$ cat src/rtl/regfile_wb_arbiter.sv
// rtl/regfile_wb_arbiter.sv - round-robin arbiter sharing the register-file write port between ALU and load write-back
module regfile_wb_arbiter #(
    parameter int DATA_W   = 64,
    parameter int ADDR_W   = 5,
    parameter int NUM_REGS = 18,
    parameter int CNT_W    = 16
) (
    input  logic              clk,
    input  logic              reset,
    input  logic              a_valid,
    input  logic [ADDR_W-1:0] a_rd,
    input  logic [DATA_W-1:0] a_data,
    output logic              a_ready,
    input  logic              b_valid,
    input  logic [ADDR_W-1:0] b_rd,
    input  logic [DATA_W-1:0] b_data,
    output logic              b_ready,
    output logic              regWrite,
    output logic [ADDR_W-1:0] rd,
    output logic [DATA_W-1:0] writeData,
    output logic              drop_err,
    output logic [CNT_W-1:0]  conflict_cnt
);

    typedef enum logic {
        GRANT_A = 1'b0,
        GRANT_B = 1'b1
    } grant_e;

    // One extra bit so NUM_REGS == 2**ADDR_W still compares correctly.
    localparam logic [ADDR_W:0] LP_NUM_REGS = (ADDR_W + 1)'(NUM_REGS);

    grant_e              r_last_grant;
    grant_e              w_last_grant_nxt;

    logic                r_reg_write;
    logic [ADDR_W-1:0]   r_rd;
    logic [DATA_W-1:0]   r_write_data;
    logic                r_drop_err;
    logic [CNT_W-1:0]    r_conflict_cnt;

    logic                w_a_zero;
    logic                w_a_in_range;
    logic                w_a_wr;
    logic                w_a_bad;
    logic                w_a_drop;
    logic                w_b_zero;
    logic                w_b_in_range;
    logic                w_b_wr;
    logic                w_b_bad;
    logic                w_b_drop;
    logic                w_both_wr;
    logic                w_grant_a;
    logic                w_grant_b;
    logic                w_grant_any;
    logic [ADDR_W-1:0]   w_wr_rd;
    logic [DATA_W-1:0]   w_wr_data;

    assign w_a_zero     = (a_rd == '0);
    assign w_a_in_range = ({1'b0, a_rd} < LP_NUM_REGS);
    assign w_a_wr       = a_valid && !w_a_zero && w_a_in_range;
    assign w_a_bad      = a_valid && !w_a_in_range;
    assign w_a_drop     = a_valid && (w_a_zero || !w_a_in_range);

    assign w_b_zero     = (b_rd == '0);
    assign w_b_in_range = ({1'b0, b_rd} < LP_NUM_REGS);
    assign w_b_wr       = b_valid && !w_b_zero && w_b_in_range;
    assign w_b_bad      = b_valid && !w_b_in_range;
    assign w_b_drop     = b_valid && (w_b_zero || !w_b_in_range);

    // Under contention the source that did not win last time goes first.
    assign w_both_wr    = w_a_wr && w_b_wr;
    assign w_grant_a    = w_a_wr && (!w_b_wr || (r_last_grant == GRANT_B));
    assign w_grant_b    = w_b_wr && (!w_a_wr || (r_last_grant == GRANT_A));
    assign w_grant_any  = w_grant_a || w_grant_b;

    assign w_wr_rd      = w_grant_a ? a_rd   : b_rd;
    assign w_wr_data    = w_grant_a ? a_data : b_data;

    assign a_ready      = !reset && (w_a_drop || w_grant_a);
    assign b_ready      = !reset && (w_b_drop || w_grant_b);

    always_ff @(posedge clk or posedge reset) begin
        if (reset) begin
            r_last_grant <= GRANT_B;
        end else begin
            r_last_grant <= w_last_grant_nxt;
        end
    end

    always_comb begin
        w_last_grant_nxt = r_last_grant;
        if (w_grant_a) begin
            w_last_grant_nxt = GRANT_A;
        end else if (w_grant_b) begin
            w_last_grant_nxt = GRANT_B;
        end
    end

    // rd/writeData keep their last value when no write is issued.
    always_ff @(posedge clk or posedge reset) begin
        if (reset) begin
            r_reg_write  <= 1'b0;
            r_rd         <= '0;
            r_write_data <= '0;
            r_drop_err   <= 1'b0;
        end else begin
            r_reg_write <= w_grant_any;
            r_drop_err  <= w_a_bad || w_b_bad;
            if (w_grant_any) begin
                r_rd         <= w_wr_rd;
                r_write_data <= w_wr_data;
            end
        end
    end

    always_ff @(posedge clk or posedge reset) begin
        if (reset) begin
            r_conflict_cnt <= '0;
        end else if (w_both_wr && (r_conflict_cnt != '1)) begin
            r_conflict_cnt <= r_conflict_cnt + 1'b1;
        end
    end

    assign regWrite     = r_reg_write;
    assign rd           = r_rd;
    assign writeData    = r_write_data;
    assign drop_err     = r_drop_err;
    assign conflict_cnt = r_conflict_cnt;

endmodule

$ cat config.mk
export PLATFORM = sky130hd
export DESIGN_NAME = regfile_wb_arbiter
export DESIGN_NICKNAME = d
export VERILOG_FILES = /design/src/rtl/regfile_wb_arbiter.sv
export SDC_FILE = /design/constraint.sdc
export NUM_CORES = 1
export LEC_CHECK = 0
export ABC_AREA = 1
export CORE_ASPECT_RATIO = 1.25
export CORE_MARGIN = 1.5
export CORE_UTILIZATION = 41
export CTS_BUF_LIST = sky130_fd_sc_hd__clkbuf_2
export DETAILED_ROUTE_END_ITERATION = 8
export PLACE_DENSITY = 0.82
export SLEW_MARGIN = 20
export SYNTH_ARGS = -nofsm -noshare
export SYNTH_HDL_FRONTEND = slang
export SYNTH_SLANG_ARGS = --single-unit
$ cat constraint.sdc
create_clock -name clk -period 4.6 [get_ports clk]
set_input_delay 1.38 -clock clk [delete_from_list [all_inputs] [get_ports clk]]
set_output_delay 1.38 -clock clk [all_outputs]
set_load 0.02 [all_outputs]
# Word level (Yosys, flattened, before mapping)
# Cells that the tools add are included.
[word_totals] ff_bits=88 in_bits=142 output_inout_bits=89 word_cells=47
[op_classes] addsub=1 magnitude_cmp=2 n_eq_ne=1 mux=4 n_bitwise=1 reduce_logical=32
[op_table] cell="two-way mux 64 bit" count=1
[op_table] cell="adder 16 x 1 -> 16 bit (second input constant)" count=1
[op_table] cell="!= test 16 bit (second input constant)" count=1
[op_table] cell="logical AND 1 bit" count=14
[op_table] cell="zero test 5 bit" count=2
[op_table] cell="less-than comparator 5 bit (second input constant)" count=2
[op_table] cell="logical OR 1 bit" count=8
[op_table] cell="zero test 1 bit" count=7
[op_table] cell="two-way mux 5 bit" count=1
[op_table] cell="two-way mux 1 bit" count=2
[op_table] cell="nonzero test 2 bit" count=1
[op_table] cell="NOT 1 bit" count=1

# Logic depth before layout (Yosys ltp)
# Gate-level depths: netlist (run 1).
[depth] word_depth=9 depth_mapped=10 mapped_depth_nobuf=8

# Worst setup path before layout (run 1)
# Ideal clock, no wire load.
[synth_timing] kind="input to output" start="input port a_rd[1]" end="output port a_ready" t_arrival_ns=2.511 t_required_ns=3.220 setup_slack_ns=0.709 stages=8 n_path_buf=1 path_cell_list="nor2_1 nand2_1 nand2_1 nand3_4 inv_2 nand2_2 buf_2 a21oi_1"
[synth_via] elab_chain_cells=7 word_cells_on_any_way=11 classes_between="order compare: 1; reduce/logical: 10"
[synth_lines] item="from (decl)" line="11" text="input logic [ADDR_W-1:0] a_rd,"
[synth_lines] item="branches (longest 5 deep; another with less-than comparator 5 bit)"
[synth_lines] item="logical OR 1 bit *" line="80" text="assign a_ready = !reset && (w_a_drop || w_grant_a);"
[synth_lines] item="logical AND 1 bit *" line="80"
[synth_lines] item="to (decl)" line="13" text="output logic a_ready,"
# Mark *: on every way between the ends.

# Final worst setup path (run 1)
# Ends and elaborated chain as after synthesis.

==> impl_metrics.yaml, run 1 <==
grt:
  grt_max_degree: 71
  grt_util_met3_pct: 6.717
  grtUsageTotal_pct: 27.58
  grt_pass1_vias: 4898
  busiest_layer: "met2"
  antenna_found_initial: 0
  use_met2_pct: 48.90
  use_met1_pct: 31.78
  grt_pass1_wl_um: 24290
  gr-total-overflow: 0
setup_path:
  crit_chain: "clkdlybuf4s50_1 > nor2_2 > nand2_1 > nand2_1 > nand3_4 > inv_2 > nand2_2 > a21oi_1 > dlygate4sd2_1"
  reg2reg_from: "conflict_cnt[0]"
  cp-startpoint: "a_rd[1]"
  ff2ff_path_depth: 7
  required_ns: 3.22
  worstPathArrival_ns: 3.00
  worst_r2r_endpoint: "conflict_cnt[6]"
  cp_slowest_cell: "clkdlybuf4s50_1"
  cp_max_fo: 3
  cp_slowest_stage_delay_ns: 0.45
  startpoint_type: "input port"
  reg2reg_slack_ns: 2.74
  crit_type: "input port to output pin"
  cp-end-kind: "output pin"
  cp_common_cell: "nand2_1"
logic_synthesis:
  synthCells: 550
  synth_ff_type: "dfrtp_1"
  synth_area_um2: 4458
  synth_edf_count: 0
  netlist.area_leader.share_pct: 48.84
  ys_seq_area_share_pct: 49.42
  syn_nets: 693
  syn_avg_cell_area_um2: 8.106
  yosysMostFrequentCell: "nand3_1"
  ys.warnings.count: 0
  yosysTopAreaCell: "dfrtp_1"
  synth_common_cells: "230 x nand3_1, 127 x nand2_1, 87 x dfrtp_1"
  ys_ff_latch: 88
  async_flop_share_pct: 100.0
  ys_top_cells_by_area: "dfrtp_1 49%, nand3_1 26%, nand2_1 11%"
  synth.distinct_cells: 28
floorplan:
  die_h_um: 119.6
  initial_core_util_pct: 42.00
  dieWidth_um: 96.27
  ioPinCount: 231
  dieArea_um2: 11510
  num_rows: 42
  core_um2: 10620
power_and_ir_drop:
  swShare_pct: 35.72
  p_clk_share_pct: 17.5
  seqPwrFrac_pct: 44.4
  ir_drop_v: 0.0001627
  leakagePower_nw: 3.004
  powerDensity_nw_per_um2: 320.7
  p_sw_uw: 790.9
  pwr-share-comb_pct: 38.1
  p_int_mw: 1.423
timing:
  finalCriticalPeriod_ns: 4.381
  period_share_pct: 95.23
  tightest_slew_ns: 0.7933
  fin_worst_skew_ns: 0.01822
  rsz0062_at_grt: "false"
  setup_viol: 0
  finalMaxSlewViolations: 0
  hold_violations: 0
  whs_ns: 0.5299
  relSlewSlack_pct: 47.11
  fmax_mhz: 228.3
outcome:
  status: "finished clean"
clock_network:
  cts_tree: "built"
  cts_root_buf: "clkbuf_2"
  cts_made_buffers: 9
  cts_sinks: 88
  htreeDepth: 3
  clock_path_buffers: 2
  clk_pin_slew_ns: 0.23
  worstSkewPairLatency_ns: 0.54
routing:
  drt_pass1_iterations: 5
  drt_iter0_drc: 287
  wl_per_cell_um: 17.27
  drc: 0
  totalWireLength_um: 15490
  vias_per_cell: 5.541
  antenna_left: 0
  num_vias: 4970
placement:
  placedInstanceArea_um2: 6788
  io_buffer_count: 230
  hpwl_um: 10860
  gp_congestion: 0.8807
min_path:
  min-delay-start: "rd[0]"
  whs_path_depth: 2
  min_to: "rd[0]"
  hold_class: "flop to flop"
cells_and_area:
  diodes: 0
  drive_gt1_share_pct: 4.837
  nets: 903
  syn2layout_area_growth_pct: 54.87
  utilization_pct: 65.04
  finalInstanceArea_um2: 6904
flow_run:
  cap_violations: 0
==> sequential cells by signal (all words and copies together) (netlist names) <==
register	flops
rd	5
conflict_cnt	16
writeData	64
r_last_grant	1
drop_err	1
regWrite	1
==> stage by stage <==
step                instances  setup TNS, ns  setup WS, ns  power, mW
floorplan                 550              0        0.7092      1.384
global placement          881     -0.0003038    -0.0003038      1.821
detailed placement        881        -0.1495      -0.09423      1.842
CTS                       897              0       0.03225      2.233
global route              897              0        0.1325      2.341
finish                    897              0        0.2193      2.214
==> routing by layer <==
layer  vias to the layer above  wire length, um
met5                         -                0
met4                         0              405
met3                        37             1182
met2                       229             8160
met1                      2421             5745
li1                       2283                -
==> cell families after synthesis <==
group | synth area share [%]
simple gates | 41.45
flops | 49.42
buf+inv | 5.894
xor+xnor | 2.161
compound gates | 0.7858
fa+ha+maj | 0.2806
==> what timing repair did <==
action                     in CTS  in global routing
hold buffers                    0                  0
setup buffers                   0                  0
setup endpoints to repair       2                  1
gates resized for setup         2                  2
==> power by group through the flow <==
stage,Clock [mW],Sequential (mW),Combinational [mW]
2_1_floorplan,0,1.13,0.250
3_3_place_gp,0,0.989,0.832
3_5_place_dp,0,0.993,0.849
4_1_cts,0.398,0.982,0.853
5_1_grt,0.438,0.997,0.905
6_report,0.387,0.983,0.844
==> layout by cell type (no fill, tap or decap), types with 4 or more instances in the layout <==
master,n
buf_4,7
clkbuf_2,9
clkdlybuf4s50_1,228
dfrtp_1,87
inv_1,13
nand2_1,127
nand3_1,229
nor2_1,16
o21ai_0,6
xnor2_1,7
xor2_1,4
==> critical path: cells and delay by family <==
family | cells | cell delay, ns
AOI/OAI and AO/OA | 1 | 0.13
buffers and inverters | 3 | 0.86
and+or+nand+nor | 5 | 0.63
==> how the worst max path moves through the flow <==
stage / slack, ns / endpoint
finish: 0.22 / a_ready
global route: 0.13 / a_ready
CTS: 0.03 / b_ready
detailed placement: -0.09 / a_ready
global placement: -0.0003 / a_ready
floorplan: 0.71 / a_ready
==> final cells by class <==
type,count,area (um^2)
Timing Repair Buffer,237,2356
Clock buffer,9,45.04
Sequential cell,88,2203
Tap cell,132,165.2
Multi-Input combinational cell,408,2008
Fill cell,880,3711
Clock inverter,7,62.56
Inverter,16,63.81
Power figures use the tool's default switching activity.
==> run 2, diff against run 1 <==
PLACE_DENSITY = 0.83   (was 0.82)
SLEW_MARGIN = 10   (was 20)
==> run 2 against run 1 <==
Final cell count fell by 0.22%. Setup slack got worse by 0.0073 ns. Final area is 0.25% higher. Via count decreased by 0.99%. Wire length down 3.4%. Clock skew increased by 0.0024 ns. First-iteration DRC count is 3.8% higher. Register-to-register slack barely moved. Clock-buffer cell count grew 2. Global-route usage decreased by 1.3 points. Sequential power is essentially flat. Combinational power is essentially flat. Largest cell class unchanged.
==> impl_metrics.yaml, run 2 (synthesis gave the netlist of run 1 again) <==
cells_and_area:
  diodes: 0
  layoutNonFillerInstCount: 895
  nets: 902
  largest_register_ffs: 64
  register_area_um2: 2203
  utilization_pct: 65.21
  multi_input_area_um2: 2006
  drive_gt1_share_pct: 4.849
  syn2layout_area_growth_pct: 55.26
  fillers: 898
  layout_common_cells: "229 x nand3_1, 228 x clkdlybuf4s50_1, 127 x nand2_1, 87 x dfrtp_1, 17 x nor2_1"
  final_common_cell: "nand3_1"
setup_path:
  startpoint_type: "input port"
  cp-end-kind: "output pin"
  worst_r2r_endpoint: "conflict_cnt[6]"
  cp_slowest_stage_delay_ns: 0.43
  cp_slowest_cell: "clkdlybuf4s50_1"
  crit_type: "input port to output pin"
  required_ns: 3.22
  ff2ff_path_depth: 7
  path_buf_inv: 3
  reg2reg_from: "conflict_cnt[1]"
  worstPathArrival_ns: 3.01
  crit_family: "buffers and inverters"
  crit_chain: "clkdlybuf4s50_1 > nor2_1 > nand2_1 > nand2_1 > nand3_4 > inv_2 > nand2_2 > a21oi_1 > dlygate4sd2_1"
  cp_common_cell: "nand2_1"
  reg2reg_slack_ns: 2.75
  cp_max_fo: 3
routing:
  totalWireLength_um: 14960
  drt_iter0_drc: 298
  antenna_left: 0
  drc: 0
  vias_per_cell: 5.498
  wl_per_cell_um: 16.72
  drt_pass1_iterations: 5
  num_vias: 4921
floorplan:
  die_h_um: 119.6
  initial_core_util_pct: 42.00
  dieArea_um2: 11510
  dieWidth_um: 96.27
  core_um2: 10620
  num_rows: 42
  ioPinCount: 231
clock_network:
  cts_sinks: 88
  worstSkewPairLatency_ns: 0.54
  clk_pin_slew_ns: 0.21
  htreeDepth: 3
  cts_root_buf: "clkbuf_2"
  clock_path_buffers: 2
  cts_made_buffers: 9
  cts_tree: "built"
  postCtsSetupBuffers: 0
placement:
  hpwl_um: 10340
  dp_slack_ns: -0.06077
  placed_cells: 880
  io_buffer_count: 230
  gp_congestion: 0.8298
power_and_ir_drop:
  seqPwrFrac_pct: 43.5
  powerDensity_nw_per_um2: 326.1
  p_clk_share_pct: 19.1
  ir_drop_v: 0.0001557
  leakagePower_nw: 3.021
  p_int_mw: 1.484
  p_sw_uw: 772.6
  swShare_pct: 34.23
  pwr-share-comb_pct: 37.5
timing:
  whs_ns: 0.5273
  finalMaxSlewViolations: 0
  finalCriticalPeriod_ns: 4.388
  setup_slack_ns: 0.2120
  relSlewSlack_pct: 19.37
  fin_worst_skew_ns: 0.02058
  period_share_pct: 95.39
  setup_viol: 0
  hold_violations: 0
  tightest_slew_ns: 1.209
  rsz0062_at_grt: "false"
  fmax_mhz: 227.9
min_path:
  whs_path_depth: 2
  min-delay-start: "writeData[25]"
  hold_class: "flop to flop"
  min_to: "writeData[25]"
flow_run:
  cap_violations: 0
grt:
  grt_pass1_wl_um: 23490
  gr-total-overflow: 0
  antenna_found_initial: 0
  grt_pass1_vias: 4918
  grtUsageTotal_pct: 26.28
  grt_max_degree: 89
outcome:
  status: "finished clean"
==> run 2: cell types whose count changed in the layout (fill, tap and decap cells not counted), sizes merged <==
cell      before  now
clkinvlp       1    0
buf            7    6
clkbuf         9   11
clkinv         6    3
bufinv         1    2
==> run 2: worst max-delay path by stage <==
stage | startpoint | to | slack [ns] | cells past startpoint
after global placement | a_rd[1] | a_ready | 0.02 | 9
after CTS | b_rd[1] | b_ready | 0.03 | 7
final | a_rd[2] | a_ready | 0.21 | 9
after global routing | a_rd[2] | a_ready | 0.02 | 9
after floorplan | a_rd[1] | a_ready | 0.71 | 8
after detailed placement | b_rd[1] | a_ready | -0.06 | 7
==> run 2: layout make-up <==
class                   count  share of cell area (%)
inverters                  16                  0.8858
clock inverters             4                   1.012
clock buffers              11                  0.7954
multi-input cells         408                   28.98
well taps                 132                   2.386
flip-flops and latches     88                   31.83
repair buffers            236                   34.11
==> run 2: power by group through the flow <==
stage / logic (mW) / clock network [mW] / registers [mW]
finish: 0.845 / 0.430 / 0.982
global route: 0.905 / 0.477 / 0.997
CTS: 0.852 / 0.443 / 0.982
detailed placement: 0.848 / 0 / 0.995
global placement: 0.832 / 0 / 0.989
floorplan: 0.250 / 0 / 1.13
==> run 2: tightest hold or removal path: cells and delay by family (launching register included) <==
family / cells / cell delay, ns
flip-flops: 1 / 0.39
AND/OR/NAND/NOR: 2 / 0.13
==> run 2: through the flow <==
step	total power [mW]	setup TNS, ns	cell area, um^2
2_1_floorplan	1.384	0	4458
3_3_place_gp	1.821	0	6790
3_5_place_dp	1.843	-0.08293	6790
4_1_cts	2.276	0	6919
5_1_grt	2.379	0	6922
6_report	2.257	0	6922
==> run 2: timing repair <==
item,4_1_cts,5_1_grt
cloned,0,0
resized for setup,2,1
pin swaps,0,0
endpoints found under the setup margin,2,1
hold buffers,0,0
==> run 2: per-layer routing <==
metal	part of all wire [%]	up-vias	global-route usage [%]	routed length, um
met3	9.0	31	7.414	1343
li1	-	2282	-	-
met5	0	-	0	0
met2	53	262	45.69	7860
met1	36	2346	30.75	5434
met4	2.2	0	8.088	323
==> run 3, diff against run 2 <==
CORE_ASPECT_RATIO = not set   (was 1.25)
==> run 3 against run 2 <==
Via count grew 0.22%. Core utilization grew 0.91 points. Sequential power is essentially flat. Sequential share of layout area grew 0.16 points. Clock skew shrank 0.0066 ns. Largest power group unchanged. First-iteration DRC count grew 37%. Worst hold slack lost 0.0019 ns. Critical endpoint unchanged.
==> impl_metrics.yaml, run 3 (synthesis gave the netlist of run 1 again) <==
clock_network:
  worstSkewPairLatency_ns: 0.56
  htreeDepth: 3
  cts_root_buf: "clkbuf_2"
  cts_tree: "built"
  clock_path_buffers: 2
  clk_pin_slew_ns: 0.21
  ctsHoldBuffers: 0
  cts_sinks: 88
  cts_made_buffers: 9
routing:
  met1_length_um: 5887
  highest_layer: "met4"
  wl_met3_um: 1325
  drt_iter0_drc: 409
  wl_per_cell_um: 16.93
  totalWireLength_um: 15260
  num_vias: 4932
  vias_per_cell: 5.474
  wl_met2_um: 7644
  antenna_left: 0
  drc: 0
  drt_pass1_iterations: 5
timing:
  relSlewSlack_pct: 47.73
  rsz0062_at_grt: "false"
  tightest_slew_ns: 0.7831
  setup_viol: 0
  finalMaxSlewViolations: 0
  setup_tns_ns: 0
  fin_worst_skew_ns: 0.01399
  fmax_mhz: 239.5
  hold_violations: 0
  finalCriticalPeriod_ns: 4.176
  period_share_pct: 90.78
setup_path:
  crit_chain: "clkdlybuf4s50_1 > nor2_1 > nand2_1 > nand2_1 > nand3_4 > inv_2 > nand2_2 > a21oi_1 > dlymetal6s2s_1"
  cp_max_fo: 4
  crit_type: "input port to output pin"
  cp_slowest_stage_delay_ns: 0.44
  cp_common_cell: "nand2_1"
  cp-end-kind: "output pin"
  worstPathArrival_ns: 2.80
  startpoint_type: "input port"
  cp_slowest_cell: "clkdlybuf4s50_1"
  required_ns: 3.22
floorplan:
  die_h_um: 107.3
  ioPinCount: 231
  initial_core_util_pct: 42.80
  num_rows: 37
  dieArea_um2: 11510
  dieWidth_um: 107.3
  core_um2: 10420
cells_and_area:
  layoutNonFillerInstCount: 901
  drive_gt1_share_pct: 4.837
  diodes: 0
  final_common_cell: "nand3_1"
  syn2layout_area_growth_pct: 54.48
  utilization_pct: 66.11
  layout_common_cells: "230 x nand3_1, 228 x clkdlybuf4s50_1, 127 x nand2_1, 87 x dfrtp_1, 17 x nor2_1"
  nets: 903
  largest_register_ffs: 64
placement:
  hpwl_um: 10770
  gp_congestion: 0.9209
  placed_cells: 885
  io_buffer_count: 230
grt:
  grt_pass1_wl_um: 24350
  grtUsageTotal_pct: 27.00
  antenna_found_initial: 0
  grt_max_degree: 71
  gr-total-overflow: 0
  grt_pass1_vias: 4976
power_and_ir_drop:
  leakagePower_nw: 3.018
  ir_drop_v: 0.0001856
  powerDensity_nw_per_um2: 313.3
outcome:
  status: "finished clean"
min_path:
  hold_class: "flop to flop"
flow_run:
  cap_violations: 0
run 3: changes by cell type in the layout (fill, tap and decap cells not counted):
cell and delta:
clkinv_1 +1, nand3_2 -1, clkinv_2 +2, dlygate4sd2_1 -1, dlymetal6s2s_1 +1, buf_4 +1
bufinv_16 -2, nand3_1 +1
run 3: routing by layer:
| layer | vias up | GRT usage, % |
|---|---|---|
| met5 | - | 0 |
| met4 | 0 | 10.48 |
| met3 | 31 | 6.659 |
| met2 | 243 | 46.63 |
| met1 | 2369 | 32.28 |
| li1 | 2289 | - |
run 3: path summary, 6_finish.rpt:
kind                            startpoint         endpoint  slack, ns  depth (start not counted)
setup / recovery                   a_rd[1]          a_ready       0.42                          9
hold / removal                writeData[3]     writeData[3]       0.53                          2
setup reg to reg           conflict_cnt[0]  conflict_cnt[6]       2.77                          7
hold reg to reg               writeData[3]     writeData[3]       0.53                          2
max in group asynchronous            reset    writeData[21]       2.48                          3
min in group asynchronous            reset    writeData[15]       1.30                          2
run 3: report_power, final:
part           internal, mW  switching [mW]
registers             0.896          0.0868
clock network        0.0705           0.256
logic                 0.410           0.438
total                  1.38           0.781
run 3: timing repair:
item | 4_1_cts | 5_1_grt
setup endpoints to repair | 0 | 2
gates resized for setup | 0 | 2
buffers inserted | 0 | 0
run 3: stage by stage:
step	setup WS [ns]	power [mW]	hold WS, ns	area, um^2
after global placement	0.06025	1.827	0.4778	6803
after CTS	0.03370	2.175	0.5281	6882
after detailed placement	0.03490	1.847	0.4810	6803
after floorplan	0.7092	1.384	0.5006	4458
after global routing	0.3319	2.270	0.5528	6887
final	0.4239	2.158	0.5254	6887
run 3: final cells by class:
cell class	instances	area, um^2
clock buffer	11	55.05
clock inverter	5	23.77
fill	862	3530
inverter	16	61.31
multi-input combinational	408	2001
sequential	88	2203
tap	136	170.2
timing repair buffer	237	2372
run 3: critical path, delay by kind of cell:
family / cells / cell delay (ns)
buffers and inverters: 3 / 0.76
AND/OR/NAND/NOR: 5 / 0.53
AO/OA/AOI/OAI: 1 / 0.11
==> RTL edit 1: new RTL, settings of run 3 <==
The parameter `ADDR_W` goes from 5 to 6.
--- a/src/rtl/regfile_wb_arbiter.sv
+++ b/src/rtl/regfile_wb_arbiter.sv
@@ -1,7 +1,7 @@
 // rtl/regfile_wb_arbiter.sv - round-robin arbiter sharing the register-file write port between ALU and load write-back
 module regfile_wb_arbiter #(
     parameter int DATA_W   = 64,
-    parameter int ADDR_W   = 5,
+    parameter int ADDR_W   = 6,
     parameter int NUM_REGS = 18,
     parameter int CNT_W    = 16
 ) (
Interface: changed (resized a_rd, b_rd and rd); port bits go from 231 to 234. No check against the original RTL was run, so the function may have changed too.
==> RTL edit 1 against run 3 <==
  * Synthesized area is 1.5% higher
  * Count of clock-buffer cells in the layout is 2 higher
  * Final area is 2.0% higher
  * Worst setup slack better by 0.012 ns
  * Sequential cell count is 1 higher
  * Worst hold slack worse by 0.015 ns
  * Clock power is 36% higher
  * First-iteration DRC count is 26% lower
  * Total power is 7.6% higher
  * Global-route usage is 0.52 points lower
  * Wire length is 1.0% higher
  * Via count is 2.6% higher
  * Register-to-register slack worse by 0.18 ns
==> RTL edit 1: results (changes against run 3) <==
outcome finished clean; post-synth net total 712 (+2.7%); share of cells above drive strength 1 4.84% (about the same); multiplexer share of the synthesized area 0% (unchanged); Max stage delay on crit path 0.45 ns; CP Capture Point b_ready; port bufs 233 (+1.3%); Worst Reg2Reg Path Length in Cells 7 (unchanged); largest net degree at the start of global routing 72 (+1.4%); Worst VDD drop 0.195 mV (+5.2%); Skew-Pair Late Insertion Delay 0.54 ns (-0.02 ns); worst setup path start b_rd[3]; Max Clock Skew 0.0431 ns (+0.0291 ns); leakage 3.06 nW (+1.5%); first-pass GRT wire length 24.3 mm (-0.14%); GR Util All Layers 26.5% (-0.52 points); Worst Path Arrival 2.78 ns (-0.02 ns); Worst-path clk slew 0.18 ns (-0.03 ns); Final Net Count 925 (+2.4%); Fillers 908 (+5.3%); Least-Margin Pin Slew 1.21 ns (+0.426 ns); drt first pass iters 5 (unchanged); sequential fraction of the synthesis area 49.3% (-0.17 points); Synth Area in XOR/XNOR 1.55% (-0.61 points); initial antenna violation count 0 (unchanged); DP HPWL 10.7 mm (-0.84%); ANT cells 0 (unchanged); Clk network pwr share 19.2% (+4.1 points); Int Pwr 1.54 mW (+12%); reg2reg setup slack 2.59 ns (-0.18 ns); WL/cell 16.7 um (-1.6%); vias in the first global route 5084 (+2.2%); Via density 5.47 (about the same); top post-synthesis cells by area dfrtp_1, nand3_1, nand2_1; Synth Area in Compound Gates 0.664% (-0.12 points); top_reg_cell synth dfrtp_1; cell family with most CP delay simple AND/OR/NAND/NOR gates; CTS Root Cell clkbuf_2; Adder-Cell Fraction of Synth Area 0.277% (-0.0041 points); gpl congestion 0.943 (+2.4%); P_comb 872 uW (+2.8%); RR Endpoint conflict_cnt[2]; hold crit path type reg2reg; Commonest cells post-synth nand3_1, nand2_1, dfrtp_1, buf_2, nor2_1; DRT iter0 DRCs 303 (-26%); top fanout value on the critical path 3 (-1)
RTL edit 1: worst min path at each step:
stage | slack, ns | depth (start not counted) | start | end
finish | 0.51 | 2 | rd[5] | rd[5]
global placement | 0.48 | 2 | writeData[62] | writeData[62]
detailed placement | 0.48 | 2 | writeData[26] | writeData[26]
floorplan | 0.50 | 2 | r_last_grant | r_last_grant
CTS | 0.52 | 2 | rd[5] | rd[5]
global route | 0.55 | 2 | writeData[42] | writeData[42]
RTL edit 1: what timing repair did:
item,4_1_cts,5_1_grt
hold buffers,0,0
buffers inserted,0,0
endpoints found under the setup margin,0,2
resized for setup,0,2
RTL edit 1: worst register-to-register path, stage by stage (launching register included):
cell     delay (ns)
dfrtp_1        0.53
ha_1           0.24
inv_1          0.08
nor2_2         0.29
nand4_4        0.32
nand2_4        0.30
nand2_1        0.07
o21ai_0        0.07
RTL edit 1: final cells by class:
cell class                      count  area share [%]
Clock buffer                       13           0.926
Clock inverter                      3           0.926
Inverter                           18           0.979
Multi-Input combinational cell    422            29.0
Sequential cell                    89            31.7
Tap cell                          140            2.49
Timing Repair Buffer              240            34.0
RTL edit 1: through the flow:
step           utilization (%)  power [mW]  instance area (um^2)  setup slack (ns)  instances
3_3_place_gp              63.9        1.87                  6890             0.135        909
3_5_place_dp              63.9        1.89                  6890            0.0545        909
6_report                  65.1        2.32                  7030             0.436        925
2_1_floorplan                -        1.41                  4520             0.686        567
4_1_cts                   65.1        2.34                  7020            0.0547        925
5_1_grt                   65.1        2.44                  7030             0.273        925
RTL edit 1: per-layer routing:
layer | track usage (%) | part of all wire (%) | up-vias
met4 | 12.8 | 3.2 | 0
li1 | - | - | 2344
met5 | 0 | 0 | -
met2 | 45.8 | 50 | 250
met1 | 31.1 | 38 | 2427
met3 | 5.91 | 8.8 | 40
==> RTL edit 2: new RTL, flow settings as in run 3 <==
Made on the original files. Remove the register `r_drop_err`: a continuous assignment takes its place, so the output `drop_err` follows one clock earlier.
--- a/src/rtl/regfile_wb_arbiter.sv
+++ b/src/rtl/regfile_wb_arbiter.sv
@@ -103,16 +103,16 @@
             r_reg_write  <= 1'b0;
             r_rd         <= '0;
             r_write_data <= '0;
-            r_drop_err   <= 1'b0;
         end else begin
             r_reg_write <= w_grant_any;
-            r_drop_err  <= w_a_bad || w_b_bad;
             if (w_grant_any) begin
                 r_rd         <= w_wr_rd;
                 r_write_data <= w_wr_data;
             end
         end
     end
+
+    assign r_drop_err = w_a_bad || w_b_bad;
 
     always_ff @(posedge clk or posedge reset) begin
         if (reset) begin
Function: changed (Yosys sat finds a counterexample within 4 cycles, from zero or initial values and one cycle with reset high).
==> RTL edit 2 against run 3 <==
  * Final area is 0.11% higher
  * Synthesized area is 0.56% lower
  * Largest power group unchanged
  * Wire length is 2.3% lower
  * Sequential cell count is 1 lower
  * First-iteration DRC count is 5.1% higher
  * Total power is 2.4% higher
  * Worst hold slack better by 0.00097 ns
  * Synthesized cell count is 0.18% lower
  * Worst setup slack worse by 0.18 ns
  * Clock skew is 0.022 ns higher
==> RTL edit 2: results (changes against run 3) <==
outcome finished clean; top fanout value on the critical path 4 (unchanged); WL/cell 16.6 um (-2.2%); # placed instances 884 (-0.11%); CP Capture Point drop_err; RR Endpoint conflict_cnt[10]; leakage 3.00 nW (-0.45%); Yosys cell types 28 (unchanged); Via Count 4860 (-1.5%); Commonest cells post-synth nand3_1, nand2_1, dfrtp_1, buf_2, nor2_1; first-pass GRT wire length 23.8 mm (-2.2%); Via density 5.40 (-1.4%); Post-Syn Instances 549 (-0.18%); initial antenna violation count 0 (unchanged); DRT iter0 DRCs 430 (+5.1%); Worst VDD drop 0.174 mV (-6.2%); gpl congestion 0.870 (-5.5%); worst setup path start b_rd[1]; Skew-Pair Late Insertion Delay 0.55 ns; top post-synthesis cells by area dfrtp_1, nand3_1, nand2_1; reg2reg setup slack 2.78 ns (about the same); H-Tree Depth 3 (unchanged); drt first pass iters 6 (+1); Largest register FFs 64 (unchanged); Fillers 892 (+3.5%); port bufs 230 (unchanged); hold crit path type reg2reg; sw frac 35.7% (-0.48 points); Worst Reg2Reg Path Length in Cells 7 (unchanged); Least-Margin Pin Slew 0.985 ns (+0.202 ns); Worst-path clk slew 0.21 ns (about the same); vias in the first global route 4801 (-3.5%); CP max-delay cell clkdlybuf4s50_1; Max stage delay on crit path 0.64 ns (+0.20 ns); largest net degree at the start of global routing 71 (unchanged); post-synth net total 692 (-0.14%); Max Clock Skew 0.0360 ns (+0.0220 ns); sequential fraction of the synthesis area 49.1% (-0.29 points); Cell Area, Placed 0.00678 mm^2 (-0.37%); CTS Buffer Depth 2 (unchanged); Async S/R FF share, synth 100% (unchanged); ANT cells 0 (unchanged); worst flop-to-flop path startpoint conflict_cnt[0]; DP HPWL 10.4 mm (-3.9%); GR Util All Layers 26.4% (-0.61 points); share of cells above drive strength 1 4.84% (+0.0063 points); Final Net Count 902 (-0.11%); CTS Root Cell clkbuf_2; hold slack 0.526 ns (+0.000969 ns); Ys Warns 0 (unchanged); Worst Path Arrival 2.97 ns (+0.17 ns); cell family with most CP delay buffers and inverters; Inserted Clock Buffers 9 (unchanged)
[RTL edit 2: cell count changes in the layout (fill, tap and decap cells not counted), sizes merged]
cell / run 3 / this run
clkbuf: 11 / 10
clkinv: 6 / 3
dfrtp: 87 / 86
clkinvlp: 0 / 3
bufinv: 0 / 1
[RTL edit 2: repair_timing]
item | 4_1_cts | 5_1_grt
gates resized for setup | 0 | 2
setup endpoints to repair | 0 | 2
setup buffers | 0 | 0
[RTL edit 2: worst min path at each step]
stage | to | cells after the start | from
2_1_floorplan | r_last_grant | 2 | r_last_grant
6_report | writeData[43] | 2 | writeData[43]
3_5_place_dp | writeData[25] | 2 | writeData[25]
5_1_grt | writeData[12] | 2 | writeData[12]
3_3_place_gp | writeData[12] | 2 | writeData[12]
4_1_cts | writeData[43] | 2 | writeData[43]
[RTL edit 2: cell families after synthesis]
logic type / Yosys count / synth area share [%]
buffers and inverters: 54 / 5.93
AND/OR/NAND/NOR: 389 / 41.7
flip-flops: 87 / 49.1
adder cells (fa/ha/maj): 1 / 0.282
XOR/XNOR: 11 / 2.17
AO/OA/AOI/OAI: 7 / 0.790
[RTL edit 2: area by class of cell]
class,count,area share [%]
timing repair buffer,237,34.4
tap,136,2.47
clock inverter,6,0.889
multi-input combinational,408,29.0
sequential,87,31.6
inverter,16,0.889
clock buffer,10,0.726
[RTL edit 2: power groups by stage]
stage | Clock, mW | Sequential [mW] | Combinational (mW)
final | 0.394 | 0.971 | 0.845
after global placement | 0 | 0.979 | 0.836
after global routing | 0.439 | 0.987 | 0.902
after floorplan | 0 | 1.12 | 0.251
after CTS | 0.403 | 0.970 | 0.852
after detailed placement | 0 | 0.981 | 0.849
[RTL edit 2: per-layer routing]
layer | global-route usage [%] | routed length [um] | up-vias
met4 | 10.7 | 396 | 0
met2 | 44.6 | 7520 | 226
li1 | - | - | 2278
met1 | 32.1 | 5740 | 2326
met5 | 0 | 0 | -
met3 | 6.75 | 1240 | 30
[RTL edit 2: per-stage QoR]
stage	util, %	worst slack (ns)
after floorplan	-	0.709
after global placement	65.1	0.0742
after detailed placement	65.1	0.0272
after CTS	66.1	0.0191
after global routing	66.2	0.191
final	66.2	0.247
[RTL edit 2: worst min-delay path: stages, from the launching register on]
cell and delay [ns]:
dfrtp_1 0.39, nand2_1 0.05, nand3_1 0.07
